`src/rtl/sdram_req_arbiter_pkg.sv`:
```
// Shared types and default parameters for the SDRAM requester arbiter.
package sdram_arb_pkg;

   typedef enum logic [1:0] {
      SYNC,
      IDLE,
      WAIT,
      DONE
   } arb_state_t;

   localparam int NUM_REQ_DEF  = 4;
   localparam int ADDR_W_DEF   = 24;
   localparam int SYNC_CYC_DEF = 16;

endpackage

```
`src/rtl/sdram_req_arbiter_rr_pick.sv`:
```
// Combinational round-robin picker: first set candidate at or after ptr, wrapping.
module rr_pick #(
   parameter int N = 4,
   parameter int W = $clog2(N)
) (
   input  logic [N-1:0] cand,
   input  logic [W-1:0] ptr,
   output logic         any,
   output logic [W-1:0] idx
);

   always_comb begin
      any = |cand;
      idx = '0;
      // Walk from farthest to nearest so the nearest hit is the final write.
      for (int k = N - 1; k >= 0; k--) begin
         if (cand[W'((int'(ptr) + k) % N)]) idx = W'((int'(ptr) + k) % N);
      end
   end

endmodule

```
`src/rtl/sdram_req_arbiter.sv`:
```
// Round-robin arbiter sharing one toggle-handshake SDRAM controller port.
// Optional single-entry read cache enabled by defining SDRAM_ARB_RDCACHE_EN.
module sdram_req_arbiter
   import sdram_arb_pkg::*;
#(
   parameter int NUM_REQ  = NUM_REQ_DEF,
   parameter int ADDR_W   = ADDR_W_DEF,
   parameter int SYNC_CYC = SYNC_CYC_DEF
) (
   input  logic                             clk,
   input  logic                             reset,
   input  logic [NUM_REQ-1:0]               rq_req,
   input  logic [NUM_REQ-1:0][ADDR_W-1:0]   rq_addr,
   input  logic [NUM_REQ-1:0]               rq_wrl,
   input  logic [NUM_REQ-1:0]               rq_wrh,
   input  logic [NUM_REQ-1:0][15:0]         rq_din,
   output logic [NUM_REQ-1:0]               rq_ack,
   output logic [15:0]                      rq_dout,
   output logic [ADDR_W-1:0]                mem_addr,
   output logic                             mem_wrl,
   output logic                             mem_wrh,
   output logic [15:0]                      mem_din,
   output logic                             mem_req,
   input  logic                             mem_ack,
   input  logic [15:0]                      mem_dout,
   output logic                             busy,
   output logic [$clog2(NUM_REQ)-1:0]       grant_id
);

   localparam int GID_W = $clog2(NUM_REQ);
   localparam int CNT_W = $clog2(SYNC_CYC + 1);

   arb_state_t          state_q, state_d;
   logic [CNT_W-1:0]    cnt_q, cnt_d;
   logic                mem_req_q, mem_req_d;
   logic [ADDR_W-1:0]   mem_addr_q, mem_addr_d;
   logic                mem_wrl_q, mem_wrl_d;
   logic                mem_wrh_q, mem_wrh_d;
   logic [15:0]         mem_din_q, mem_din_d;
   logic [15:0]         rq_dout_q, rq_dout_d;
   logic [GID_W-1:0]    grant_id_q, grant_id_d;
   logic [GID_W-1:0]    rr_ptr_q, rr_ptr_d;
   logic                mask_en_q, mask_en_d;

   logic [NUM_REQ-1:0]  mask;
   logic [NUM_REQ-1:0]  cand;
   logic                pick_any;
   logic [GID_W-1:0]    pick_idx;

   // The just-served requester may still hold its request for the cycle after DONE.
   assign mask = mask_en_q ? (NUM_REQ'(1) << grant_id_q) : '0;
   assign cand = rq_req & ~mask;

   rr_pick #(
      .N (NUM_REQ),
      .W (GID_W)
   ) u_pick (
      .cand (cand),
      .ptr  (rr_ptr_q),
      .any  (pick_any),
      .idx  (pick_idx)
   );

`ifdef SDRAM_ARB_RDCACHE_EN
   logic                c_vld_q, c_vld_d;
   logic [ADDR_W-1:0]   c_addr_q, c_addr_d;
   logic [15:0]         c_data_q, c_data_d;
   logic                pick_wr;
   logic                c_hit;

   assign pick_wr = rq_wrl[pick_idx] | rq_wrh[pick_idx];
   assign c_hit   = c_vld_q && !pick_wr && (c_addr_q == rq_addr[pick_idx]);

   always_comb begin
      c_vld_d  = c_vld_q;
      c_addr_d = c_addr_q;
      c_data_d = c_data_q;
      if (state_q == IDLE && pick_any && pick_wr) begin
         c_vld_d = 1'b0;
      end else if (state_q == WAIT && mem_ack == mem_req_q && !mem_wrl_q && !mem_wrh_q) begin
         c_vld_d  = 1'b1;
         c_addr_d = mem_addr_q;
         c_data_d = mem_dout;
      end
   end

   always_ff @(posedge clk) begin
      if (reset) begin
         c_vld_q  <= 1'b0;
         c_addr_q <= '0;
         c_data_q <= '0;
      end else begin
         c_vld_q  <= c_vld_d;
         c_addr_q <= c_addr_d;
         c_data_q <= c_data_d;
      end
   end
`endif

   always_comb begin
      state_d    = state_q;
      cnt_d      = cnt_q;
      mem_req_d  = mem_req_q;
      mem_addr_d = mem_addr_q;
      mem_wrl_d  = mem_wrl_q;
      mem_wrh_d  = mem_wrh_q;
      mem_din_d  = mem_din_q;
      rq_dout_d  = rq_dout_q;
      grant_id_d = grant_id_q;
      rr_ptr_d   = rr_ptr_q;
      mask_en_d  = 1'b0;
      unique case (state_q)
         SYNC: begin
            // Track the controller so any in-flight slot drains without a fresh toggle.
            mem_req_d = mem_ack;
            if (cnt_q == CNT_W'(SYNC_CYC - 1)) begin
               state_d = IDLE;
               cnt_d   = '0;
            end else begin
               cnt_d = cnt_q + CNT_W'(1);
            end
         end
         IDLE: begin
            if (pick_any) begin
               grant_id_d = pick_idx;
               rr_ptr_d   = (pick_idx == GID_W'(NUM_REQ - 1)) ? '0 : pick_idx + GID_W'(1);
`ifdef SDRAM_ARB_RDCACHE_EN
               if (c_hit) begin
                  rq_dout_d = c_data_q;
                  state_d   = DONE;
               end else
`endif
               begin
                  mem_addr_d = rq_addr[pick_idx];
                  mem_wrl_d  = rq_wrl[pick_idx];
                  mem_wrh_d  = rq_wrh[pick_idx];
                  mem_din_d  = rq_din[pick_idx];
                  mem_req_d  = ~mem_req_q;
                  state_d    = WAIT;
               end
            end
         end
         WAIT: begin
            if (mem_ack == mem_req_q) begin
               rq_dout_d = mem_dout;
               state_d   = DONE;
            end
         end
         DONE: begin
            mask_en_d = 1'b1;
            state_d   = IDLE;
         end
         default: state_d = SYNC;
      endcase
   end

   always_ff @(posedge clk) begin
      if (reset) begin
         state_q    <= SYNC;
         cnt_q      <= '0;
         mem_req_q  <= mem_ack;
         mem_addr_q <= '0;
         mem_wrl_q  <= 1'b0;
         mem_wrh_q  <= 1'b0;
         mem_din_q  <= '0;
         rq_dout_q  <= '0;
         grant_id_q <= '0;
         rr_ptr_q   <= '0;
         mask_en_q  <= 1'b0;
      end else begin
         state_q    <= state_d;
         cnt_q      <= cnt_d;
         mem_req_q  <= mem_req_d;
         mem_addr_q <= mem_addr_d;
         mem_wrl_q  <= mem_wrl_d;
         mem_wrh_q  <= mem_wrh_d;
         mem_din_q  <= mem_din_d;
         rq_dout_q  <= rq_dout_d;
         grant_id_q <= grant_id_d;
         rr_ptr_q   <= rr_ptr_d;
         mask_en_q  <= mask_en_d;
      end
   end

   always_comb begin
      rq_ack = '0;
      if (state_q == DONE) rq_ack[grant_id_q] = 1'b1;
   end

   assign busy     = (state_q != IDLE);
   assign rq_dout  = rq_dout_q;
   assign mem_addr = mem_addr_q;
   assign mem_wrl  = mem_wrl_q;
   assign mem_wrh  = mem_wrh_q;
   assign mem_din  = mem_din_q;
   assign mem_req  = mem_req_q;
   assign grant_id = grant_id_q;

endmodule

```
`config.mk`:
```
export PLATFORM = sky130hd
export DESIGN_NAME = sdram_req_arbiter
export DESIGN_NICKNAME = d
export VERILOG_FILES = /design/src/rtl/sdram_req_arbiter_pkg.sv /design/src/rtl/sdram_req_arbiter_rr_pick.sv /design/src/rtl/sdram_req_arbiter.sv
export SDC_FILE = /design/constraint.sdc
export NUM_CORES = 1
export LEC_CHECK = 0
export BUFFER_PORTS_ARGS = -buffer_cell sky130_fd_sc_hd__buf_2
export CAP_MARGIN = 30
export CORE_AREA = 4 4 106 108
export DETAILED_ROUTE_END_ITERATION = 10
export DIE_AREA = 0 0 110 112
export MAX_ROUTING_LAYER = met4
export PLACE_DENSITY = 0.77
export SLEW_MARGIN = 20
export SYNTH_ARGS = -nofsm -noshare
export SYNTH_HDL_FRONTEND = slang
export SYNTH_SLANG_ARGS = --single-unit
```
`constraint.sdc`:
```
create_clock -name clk -period 2.03 [get_ports clk]
set_clock_uncertainty 0.1 [all_clocks]
set_input_delay 0.406 -clock clk [delete_from_list [all_inputs] [get_ports clk]]
set_output_delay 0.406 -clock clk [all_outputs]
set_load 0.1 [all_outputs]
```
==> impl.org, run 1 <==
** Layout
- Relative to the synthesized area, the layout overhead comes to 59.80%.
- Diodes inserted :: 0
- Count of filler cells inserted in the layout :: roughly 820
- In the final layout, the share of cells above drive strength 1 is 0.5652.
- Post-layout instance area :: about 0.0063 mm²
- After the last flow step, the layout net total stands at around 880.
- Number of cells in the finished layout apart from fillers :: slightly above 800

** CTS
- Max H-tree Level :: 3
- Clk_lat worst skew :: 0.34 ns
- Counting along the longest clock path gives a buffer depth of 2.
- Clock tree from TritonCTS :: done
- Clock-pin slew was measured on the worst setup and hold paths at about 0.08 ns.
- The number of hold buffers added after CTS was 0.
- Clock tree synthesis selected as its root buffer the cell clkbuf_8.
- TritonCTS buffer count :: 9
- Clock sink total :: between 70 and 80

** Setup path
- Setup crit end kind :: register
- At the worst endpoint, the arrival time is 2.25 ns.
- Data required time at the worst endpoint :: about 2.1 ns
- Setup slack on the worst reg-to-reg path comes out at -0.12 ns.
- The worst setup path is launched from a register.
- In this run the worst path has a maximum fanout of 20.
- WS Path Type :: reg2reg

** STA
- Measured slew at the worst slew-check pin :: 0.5733 ns
- After layout, the worst setup slack is -0.1164 ns.
- The number of endpoints with negative hold slack in the final report came to 0.
- Accumulated negative setup slack :: -1.519 ns
- Period utilization :: 1.057
- Finish-stage setup viols :: 38
- Pins over their slew limit :: 0
- Worst hold slack after final layout :: roughly 0.20 ns
- Top achievable clock speed :: ~470 MHz
- Setup repair after global routing could not meet its margin everywhere.
- Headroom to the max-slew limit came out at 0.6178.
- For the finished layout, the period the worst path requires is around 2.1 ns.

** Pwr
- Of the total power, registers draw 0.268.
- The analysis attributes to net switching a power of about 0.0032 W.
- In this run the static leakage power is ~3.1 nW.
- Internal cell power :: roughly 0.0035 W
- Cell Pwr Density :: between 1000 and 1500 mW/mm²
- Comb pwr share :: 0.559
- The share of total power dissipated in the clock network is 0.173.
- Of the total power, the share spent switching nets is 0.4747.
- IR analysis of the VDD net gives a maximum drop of slightly below 700 µV.

** Die
- The floorplan step defined a core boundary enclosing ~0.010 mm².
- Die height :: 112 µm
- Pin placement for this block handled ~260 I/O pins.
- Starting Density :: 0.3845
- Floorplan row count :: 37
- Width of the die :: roughly 110 µm
- DIE AREA :: approximately 0.012 mm²

** Synth
- Number of flops mapped to enable cells by yosys :: 1
- Post-synth top area share :: 0.3562
- Of all cell types, the one taking the most synthesized area is dfxtp_1.
- In this run, synthesis produced a sequential element count of just over 70.
- Netlist area before placement :: roughly 0.004 mm²
- Cell with the most instances after synthesis :: mux2i_1
- Proportion of register bits with asynchronous set or reset after synthesis :: 0
- Syn_nets :: 605
- Most common library cells after synthesis :: mux2i_1, dfxtp_1, nand3_1, nand2_1, o221ai_1
- The share of the Yosys chip area taken by registers is 0.3639.
- Number of instances in the synthesized netlist :: slightly above 400
- For this run, the leading register cell type out of synthesis is dfxtp_1.
- By area the synthesized netlist is led by dfxtp_1, mux2i_1, o221ai_1, nand3_1, o221ai_2.
- Synth Area per Inst :: ~9.6 µm²
- During synthesis, Yosys emitted a total of 0 warnings.
- Post-synthesis cell type count :: 50

** GRT
- Initial antenna violation count :: 0
- Global-route wire length before repair :: between 20 and 25 mm
- GRT overflow :: 0
- Met3 usage :: 0.03246
- Vias in the first global route :: roughly 4,400
- For this run, global-route usage on met1 was measured as 0.2358.
- Global Route Usage Sum :: 0.2197
- Entering global routing, the biggest net connects 27 pins.
- In this run the most used layer during global routing was met2.
- Global routing met2 resource utilization :: 0.3977

** Drt
- The detailed router finished its first iteration with 170 violations.
- After detailed routing, the total wire length is between 10 and 15 mm.
- After detailed routing, the average wire length per cell comes to about 17 µm.
- Antenna viol nets, final :: 0
- Detailed-route via count :: between 4,000 and 5,000
- After detailed routing, the number of remaining DRC violations is 0.
- Using the TritonRoute via totals, the vias-per-cell ratio works out to between 5 and 6.
- The first TritonRoute pass finished after 4 iterations.

** Placed design
- Input and output buffers added on the ports amount to around 260.
- Routability-driven placement finished with a final weighted congestion of roughly 0.84.
- Summing all placed instances gives a cell area of approximately 0.0057 mm².
- DP HPWL :: roughly 11 mm
- Placed Cells :: 800

** Status
- Outcome :: finished with violations
- Violated checks :: setup timing

** Run
- The tool flagged a number of max-cap violations equal to 0.

** Worst hold path
- The worst hold path belongs to the class in2reg.
==> registers in the layout, summed over array words and instances (netlist names) <==
register and count:
mask_en_q 1, rq_dout 16, mem_wrl 1, mem_req 1
mem_addr 24, grant_id 2, mem_wrh 1, cnt_q 5
mem_din 16, rr_ptr_q 2, state_q 2
==> layout by cell type (no fill, tap or decap), types with 2 or more instances in the layout <==
master	count
buf_4	30
nand2_1	40
and3_1	2
clkinvlp_4	2
mux2i_1	62
buf_2	251
inv_1	4
or3b_1	2
nor3b_4	3
nand4_1	4
dfxtp_1	66
ha_1	4
nor2b_1	2
buf_6	7
o221ai_1	21
nor2_4	2
o21ai_1	2
buf_12	13
nor2_1	7
a31oi_1	2
nand3_1	46
mux2i_2	16
dfxtp_2	2
o221ai_2	21
a21oi_1	19
clkbuf_1	2
dfxtp_4	2
inv_2	3
mux2i_4	7
clkbuf_8	11
==> cell type report <==
cell class              count  area (µm²)  area share
clock buffers              13       158.9     0.02528
inverters                   8       33.78    0.005374
clock inverters             3       42.54    0.006768
multi-input cells         292        2584      0.4110
well taps                 136       170.2     0.02707
flip-flops and latches     71        1441      0.2293
repair buffers            303        1856      0.2952
==> metrics by stage <==
stage | setup WS (ns) | util | power, W
final | -0.1164 | 0.6144 | 0.006686
after global routing | -0.1789 | 0.6144 | 0.006983
after CTS | -0.06313 | 0.5967 | 0.006572
after detailed placement | -0.2113 | 0.5596 | 0.005278
after global placement | -0.1183 | 0.5596 | 0.005189
after floorplan | -0.2845 | - | 0.004451
==> timing repair <==
action | CTS | global route
gates cloned | 1 | 0
gates resized for setup | 22 | 29
buffers inserted | 4 | 5
setup endpoints to repair | 42 | 46
pin swaps | 2 | 4
==> logic make-up after synthesis <==
kind of cell,synth area share
AO/OA/AOI/OAI,0.1813
XOR/XNOR,0.004454
adder cells (fa/ha/maj),0.01908
buffers and inverters,0.06330
flip-flops,0.3639
multiplexers,0.2220
AND/OR/NAND/NOR,0.1460
==> final timing paths <==
check                             startpoint     endpoint  depth (start not counted)
worst max-delay path             rr_ptr_q[0]  mem_addr[0]                          7
worst min-delay path            mem_dout[13]  rq_dout[13]                          3
worst max register to register   rr_ptr_q[0]  mem_addr[0]                          7
worst min register to register   rq_dout[13]  rq_dout[13]                          2
==> per-layer routing <==
layer | routed length [µm] | up-vias
met5 | 0 | -
met4 | 292 | 0
met3 | 1014 | 24
met2 | 7583 | 214
met1 | 5246 | 2024
li1 | - | 2087
==> power by group through the flow <==
stage | logic, W | clock network [W] | registers (W)
global placement | 0.00339 | 0 | 0.00180
CTS | 0.00360 | 0.00119 | 0.00179
global route | 0.00392 | 0.00125 | 0.00182
floorplan | 0.00131 | 0 | 0.00314
finish | 0.00373 | 0.00116 | 0.00179
detailed placement | 0.00347 | 0 | 0.00181
==> worst max-delay path: stages, from the launching register on <==
cell and delay, ns:
dfxtp_1 0.32, or3b_1 0.40, o32ai_1 0.18, a311o_2 0.25
buf_12 0.20, buf_6 0.15, mux2i_1 0.23, o221ai_1 0.17
Note: power is estimated with default switching activity, not from simulation.
==> run 2, diff against run 1 <==
--- a/config.mk
+++ b/config.mk
@@ -12,6 +12,7 @@
 export DIE_AREA = 0 0 110 112
 export MAX_ROUTING_LAYER = met4
 export PLACE_DENSITY = 0.77
+export RECOVER_POWER = 25
 export SLEW_MARGIN = 20
 export SYNTH_ARGS = -nofsm -noshare
 export SYNTH_HDL_FRONTEND = slang
==> run 2 against run 1 <==
Combinational power is essentially flat. Cell area about the same. Worst setup slack got worse by 0.0056 ns. Largest power group unchanged. Die area is the same. Register-to-register slack about the same. Critical path depth is the same. Clock-buffer cell count stayed put. Global-route usage unchanged. The flow still finishes with violations (setup timing). Total power is 0.12% lower. Routed wire length about the same.
==> impl.org, run 2 (same netlist as run 1, synthesis figures left out) <==
** Layout
- The fraction of layout cells with a size suffix above 1 is 0.5623 (-0.002899).
- The relative area change from synthesis to final layout was 59.73% (about the same).
- Count of filler cells inserted in the layout :: 821 (+0.24%)
- The diode insertion count for antenna repair is 0 (unchanged).
- The final non-filler cell total is 826 (unchanged).
- Multi-input combinational cell area :: 0.002584 mm² (unchanged)
- Commonest non-fill, non-tap cell in the layout :: buf_2
- The register area is 0.001439 mm² (-0.17%).
- The number of nets in the final layout came to 882 (unchanged).
- The library cells used most frequently in the layout, excluding fill and tap cells, are buf_2, dfxtp_1, mux2i_1.
- The number of flip-flops under the largest register name is 24 (unchanged).

** Drt
- The ratio of routed vias to standard cells came to 5.272 (+0.14%).
- The number of remaining DRC errors was 0 (unchanged).
- The number of nets still failing antenna checks after routing is 0 (unchanged).
- The DRC violation total after the first TritonRoute iteration came to 179 (+5.3%).
- Routed wire length :: 14.12 mm (about the same)
- DR WL/cell :: 17.10 µm (about the same)
- The number of detailed-routing iterations run before antenna repair was 4 (unchanged).
- The total vias in the final route came to 4,355 (+0.14%).

** Pwr
- The fraction of power spent switching nets was 0.4748 (about the same).
- Internal cell power :: 0.003507 W (-0.14%)
- Leakage component of the power :: 3.127 nW (-0.49%)
- The sequential share of power came to 0.268 (about the same).
- The logic gate share of total power came to 0.558 (about the same).
- The cell area power density is 1063 mW/mm² (about the same).
- The worst vdd rail ir drop came to 677.0 µV (about the same).
- Total power consumption of the routed design :: 0.006678 W (-0.12%)
- The net switching component of the power is 0.003171 W (-0.11%).
- The clock network fraction of total power came to 0.173 (about the same).

** CTS
- TritonCTS built the clock tree.
- Hold-fix buffer count after cts :: 0 (unchanged)
- TritonCTS buffer count :: 9 (unchanged)
- The worst-skew pair later-pin latency is 0.34 ns (about the same).
- Buffer type at the clock tree root :: clkbuf_8
- Max H-tree Level :: 3 (unchanged)
- The clock net sink count came to 71 (unchanged).
- Clock transition at the registers of the reported paths :: 0.08 ns (about the same)
- Maximum root-to-sink buffer count :: 2 (unchanged)

** Setup path
- Startpoint of the worst register-to-register path :: grant_id[0]
- Data required time at the worst endpoint :: 2.13 ns (about the same)
- WS Path Type :: reg2reg
- Setup slack, reg-to-reg :: -0.12 ns (about the same)
- Setup crit end kind :: register
- Startpoint type of the worst setup path :: register
- Maximum fanout count along the critical path :: 20 (unchanged)
- The arrival time of data at the critical path endpoint came to 2.25 ns (about the same).
- The logic depth of the worst register-to-register path is 7 (unchanged).
- Critical register-to-register path endpoint :: mem_addr[0]

** GRT
- Initial antenna violation count :: 0 (unchanged)
- Largest net degree at the start of global routing :: 27 (unchanged)
- The total overflow reported by the global router is 0 (unchanged).
- The overall routing resource usage is 0.2197 (unchanged).
- The via count of the first global-routing pass was 4,424 (unchanged).
- Global-route wire length before repair :: 20.96 mm (unchanged)

** Die
- Number of ports placed on the die boundary :: 257 (unchanged)
- Die height :: 112 µm (unchanged)
- Core area :: 0.01023 mm² (unchanged)
- The die boundary width is 110 µm (unchanged).
- The number of rows in the core area was 37 (unchanged).
- DIE AREA :: 0.01232 mm² (unchanged)
- Starting Density :: 0.3845 (unchanged)

** Placed design
- The final weighted congestion in routability-driven placement came to 0.8393 (unchanged).
- The number of placed instances with taps included was 800 (unchanged).
- Port Buffer Count :: 256 (unchanged)
- The HPWL after detailed placement is 10.60 mm (unchanged).

** Worst hold path
- Worst min-delay path class :: in2reg
- In this run the most critical hold path is launched from mem_dout[13].
- Instance count along the most critical hold path :: 3 (unchanged)
- The path with the worst hold slack has its endpoint at rq_dout[13].

** STA
- The number of endpoints with negative hold slack in the final report is 0 (unchanged).
- The final worst setup slack came to -0.1220 ns (-0.005629 ns).
- The number of setup violations in the final report was 38 (unchanged).
- Final Critical Period :: 2.152 ns (+0.005629 ns)
- The fraction of the cycle the final worst path needs was 1.060 (+0.002773).
- The headroom to the max-slew limit was 0.6169 (-0.0008470).
- Measured slew at the worst slew-check pin :: 0.5746 ns (+0.001270 ns)
- Top achievable clock speed :: 464.7 MHz (-0.26%)
- Worst hold slack after final layout :: 0.2015 ns (+0.0005910 ns)
- Pins over their slew limit :: 0 (unchanged)
- Setup repair after global routing could not meet its margin everywhere.

** Status
- Outcome :: finished with violations
- Violated checks :: setup timing

** Run
- The total of max-cap violations was 0 (unchanged).
==> run 2: routing by layer <==
layer  track usage  vias to the layer above  part of all wire
met5             -                        -                 0
met1        0.2358                     2037              0.37
met4       0.08479                        0             0.019
met2        0.3977                      206              0.54
li1              -                     2091                 -
met3       0.03246                       21             0.072
==> run 2: per-stage QoR <==
step	utilization	instance area, µm²	setup TNS [ns]	worst slack [ns]
floorplan	-	4080	-11.60	-0.2845
global placement	0.5596	5725	-2.571	-0.1183
detailed placement	0.5596	5725	-6.379	-0.2113
CTS	0.5967	6105	-0.9158	-0.06313
global route	0.6142	6284	-4.826	-0.1789
finish	0.6142	6284	-1.701	-0.1220
==> run 2: power groups by stage <==
stage                     logic, W  clock network [W]  registers (W)
after floorplan            0.00131                  0        0.00314
after global placement     0.00339                  0        0.00180
after detailed placement   0.00347                  0        0.00181
after CTS                  0.00360            0.00119        0.00179
after global routing       0.00392            0.00125        0.00181
final                      0.00373            0.00116        0.00179
==> run 2: worst max-delay path by stage <==
stage,slack (ns),to,startpoint,depth (start not counted)
finish,-0.12,mem_addr[0],grant_id[0],7
global route,-0.18,mem_addr[20],grant_id[0],7
CTS,-0.06,mem_addr[19],grant_id[0],7
detailed placement,-0.21,mem_addr[2],rq_req[0],8
global placement,-0.12,mem_addr[21],rq_req[0],8
floorplan,-0.28,mem_din[2],state_q[1],9
==> run 2: repair_timing <==
action | CTS | global route
pin swaps | 2 | 4
gates cloned | 1 | 0
gates resized for setup | 22 | 29
setup buffers | 4 | 5
endpoints found under the setup margin | 42 | 46
==> run 2: area by class of cell <==
| class | instances | area share |
|---|---|---|
| tap | 136 | 0.02708 |
| multi-input combinational | 292 | 0.4112 |
| sequential | 71 | 0.2290 |
| inverter | 8 | 0.005376 |
| timing repair buffer | 303 | 0.2953 |
| clock inverter | 3 | 0.006770 |
| clock buffer | 13 | 0.02529 |
==> run 2: critical path, stage by stage, from the launching register on <==
cell       delay, ns
dfxtp_4         0.39
and3b_2         0.26
a2bb2oi_2       0.16
a311o_2         0.38
buf_12          0.18
buf_6           0.15
mux2i_1         0.19
o221ai_1        0.17
==> run 3, diff against run 2 <==
--- a/config.mk
+++ b/config.mk
@@ -13,7 +13,8 @@
 export MAX_ROUTING_LAYER = met4
 export PLACE_DENSITY = 0.77
 export RECOVER_POWER = 25
-export SLEW_MARGIN = 20
+export SKIP_LAST_GASP = 1
+export SLEW_MARGIN = 5
 export SYNTH_ARGS = -nofsm -noshare
 export SYNTH_HDL_FRONTEND = slang
 export SYNTH_SLANG_ARGS = --single-unit
==> run 3 against run 2 <==
The flow still finishes with violations (setup timing). Via count shrank 0.44%. Largest power group unchanged. Critical endpoint is now mem_addr[19]. Total power is essentially flat. Die area is the same.
==> impl.org, run 3 (same netlist as run 1, synthesis figures left out) <==
** Status
- The run finished, with violations left.
- Violated checks :: setup timing

** Placed design
- Port Buffer Count :: 256 (unchanged)
- The HPWL after detailed placement was 10.60 mm (unchanged).
- The post-place setup slack was -0.2113 ns (unchanged).
- The final weighted congestion in routability-driven placement was 0.8393 (unchanged).
- Placed Cells :: 800 (unchanged)

** Die
- Number of ports placed on the die boundary :: 257 (unchanged)
- The starting density of the core was 0.3845 (unchanged).
- The total die area is 0.01232 mm² (unchanged).
- The die boundary width is 110 µm (unchanged).
- The floorplan core area was 0.01023 mm² (unchanged).
- The number of rows in the core area was 37 (unchanged).
- Die height :: 112 µm (unchanged)

** STA
- Setup repair after global routing could not meet its margin everywhere.
- The number of setup violations in the final report came to 39 (+2.6%).
- The shortest period the worst path allows is 2.133 ns (-0.01920 ns).
- Final Hold Viols :: 0 (unchanged)
- The final worst setup slack is -0.1028 ns (+0.01920 ns).
- The slew at the pin closest to its max-slew limit came to 0.5808 ns (+0.006144 ns).
- Period utilization :: 1.051 (-0.009459)
- The headroom to the max-slew limit was 0.6128 (-0.004096).
- The highest attainable clock frequency is 468.9 MHz (+0.90%).
- The final max-slew violation count was 0 (unchanged).

** Drt
- The total vias in the final route was 4,336 (-0.44%).
- The overall routed net length came to 14.13 mm (about the same).
- The DRC violation total after the first TritonRoute iteration was 170 (-5.0%).
- Antenna viol nets, final :: 0 (unchanged)
- The wire length per cell came to 17.09 µm (about the same).
- Number of vias per cell after detailed routing :: 5.243 (-0.56%)
- The number of detailed-routing iterations run before antenna repair was 4 (unchanged).
- Post-route DRC violation count :: 0 (unchanged)

** GRT
- The total overflow reported by the global router came to 0 (unchanged).
- The largest net degree at the start of global routing came to 27 (unchanged).
- The global-route wire length before repair was 20.97 mm (about the same).
- The via count of the first global-routing pass came to 4,435 (+0.25%).
- The overall routing resource usage was 0.2196 (about the same).
- Initial antenna violation count :: 0 (unchanged)

** Setup path
- On the critical path, the stage with the largest delay is an instance of dfxtp_4.
- The cell depth of the worst setup path was 7 (unchanged).
- The worst register-to-register path ends at mem_addr[19].
- Setup slack, reg-to-reg :: -0.10 ns (+0.02 ns)
- The worst setup path is launched from a register.
- The signal on the critical path passes through and3b_2, a2bb2oi_2, a311o_2, buf_12, buf_12, mux2i_2, o221ai_1.
- Setup crit end kind :: register
- Maximum fanout count along the critical path :: 16 (-20%)
- The required time at the endpoint of the critical path is 2.14 ns (about the same).
- Worst-case reg-to-reg path depth :: 7 (unchanged)
- The most numerous cell type found on the critical path is buf_12.
- By startpoint and endpoint, the worst setup path is classified as reg2reg.
- The highest cell delay on the worst timing path is 0.39 ns (about the same).
- The number of buffers and inverters on the critical path came to 2 (unchanged).
- Origin of the worst setup path :: grant_id[0]
- The kind of cell with the highest combined delay along the critical path is compound AO/OA/AOI/OAI gates.
- Following the worst setup path forward leads to its endpoint at mem_addr[19].
- Startpoint of the worst register-to-register path :: grant_id[0]
- The arrival time of data at the critical path endpoint is 2.24 ns (about the same).

** Layout
- Number of nets in the layout :: 883 (+0.11%)
- The diode insertion count for antenna repair is 0 (unchanged).
- In the layout the commonest cells are buf_2, dfxtp_1, mux2i_1.
- Layout overhead on the synthesized area :: 59.70% (about the same)
- The final non-filler cell total was 827 (+0.12%).
- The number of flip-flops under the largest register name came to 24 (unchanged).
- The library cell used most frequently in the layout, excluding fill and tap cells, is buf_2.
- Layout cell share with drive strength beyond 1 :: 0.5644 (+0.002081)

** Pwr
- Sequential Power Share :: 0.268 (about the same)
- The fraction of power spent switching nets came to 0.4749 (about the same).
- The logic gate share of total power came to 0.558 (about the same).
- The clock network fraction of total power is 0.174 (about the same).
- Net Switching :: 0.003169 W (about the same)
- Cell Pwr Density :: 1062 mW/mm² (about the same)
- Max rail drop VDD :: 669.0 µV (-1.2%)
- The cell internal power dissipation came to 0.003504 W (about the same).
- The leakage power of the design was 3.117 nW (-0.33%).

** CTS
- The clock net sink count is 71 (unchanged).
- The quantity of hold-fixing buffers added after cts came to 0 (unchanged).
- TritonCTS built the clock tree.
- The clock edge transition at the registers on the reported setup and hold paths is 0.08 ns (about the same).
- TritonCTS buffer count :: 9 (unchanged)
- The number of levels in the clock H-tree was 3 (unchanged).
- Buffer type at the clock tree root :: clkbuf_8
- The worst-skew pair later-pin latency is 0.34 ns (about the same).
- The maximum buffer depth of the clock tree is 2 (unchanged).

** Worst hold path
- In this run the worst hold path is classified as in2reg.

** Run
- The total of max-cap violations was 0 (unchanged).
run 3: changes by cell type in the layout (fill, tap and decap cells not counted):
cell and change:
o221ai_1 +1, buf_4 +6, mux2i_2 +1, buf_6 -5, mux2i_4 +1, o221ai_2 -1
mux2i_1 -2
run 3: area by class of cell:
class | count | area [µm²]
multi-input combinational | 292 | 2594
tap | 136 | 170.2
inverter | 8 | 33.78
timing repair buffer | 304 | 1844
clock buffer | 13 | 158.9
sequential | 71 | 1439
clock inverter | 3 | 42.54
fill | 823 | 3949
run 3: timing repair:
action / 4_1_cts / 5_1_grt
gates cloned: 1 / 0
pin swaps: 2 / 2
resized for setup: 15 / 33
buffers inserted: 4 / 6
endpoints found under the setup margin: 42 / 46
run 3: per-layer routing:
layer | wire (µm) | global-route usage | vias to the layer above | share of wire
met4 | 306 | 0.08479 | 0 | 0.022
met2 | 7570 | 0.3977 | 180 | 0.54
li1 | - | - | 2093 | -
met5 | 0 | - | - | 0
met1 | 5335 | 0.2355 | 2038 | 0.38
met3 | 922 | 0.03246 | 25 | 0.065
run 3: how the worst min path moves through the flow:
stage,start,to,slack (ns),cells after the start
floorplan,cnt_q[4],cnt_q[4],0.34,1
global placement,rq_dout[6],rq_dout[6],0.34,2
detailed placement,rq_dout[13],rq_dout[13],0.35,2
CTS,mem_dout[13],rq_dout[13],0.18,3
global route,mem_dout[10],rq_dout[10],0.18,3
finish,mem_dout[13],rq_dout[13],0.20,3
run 3: worst reg2reg max path: cells and delay by family (launching register included):
| kind | cells | cell delay, ns |
|---|---|---|
| compound gates | 3 | 0.70 |
| flops | 1 | 0.39 |
| simple gates | 1 | 0.27 |
| buf+inv | 2 | 0.35 |
| mux | 1 | 0.21 |
run 3: power groups by stage:
| stage | registers, W | logic (W) | clock network [W] |
|---|---|---|---|
| global placement | 0.00180 | 0.00339 | 0 |
| detailed placement | 0.00181 | 0.00347 | 0 |
| CTS | 0.00179 | 0.00357 | 0.00119 |
| finish | 0.00179 | 0.00372 | 0.00116 |
| floorplan | 0.00314 | 0.00131 | 0 |
| global route | 0.00181 | 0.00392 | 0.00125 |
run 3: metrics by stage:
stage | setup TNS [ns] | instance area [µm²] | utilization | total power, W | hold WS (ns)
3_5_place_dp | -6.379 | 5725 | 0.5596 | 0.005278 | 0.3506
3_3_place_gp | -2.571 | 5725 | 0.5596 | 0.005189 | 0.3393
5_1_grt | -5.050 | 6282 | 0.6140 | 0.006976 | 0.1813
6_report | -1.645 | 6282 | 0.6140 | 0.006674 | 0.2004
2_1_floorplan | -11.60 | 4080 | - | 0.004451 | 0.3432
4_1_cts | -1.073 | 6073 | 0.5936 | 0.006543 | 0.1802
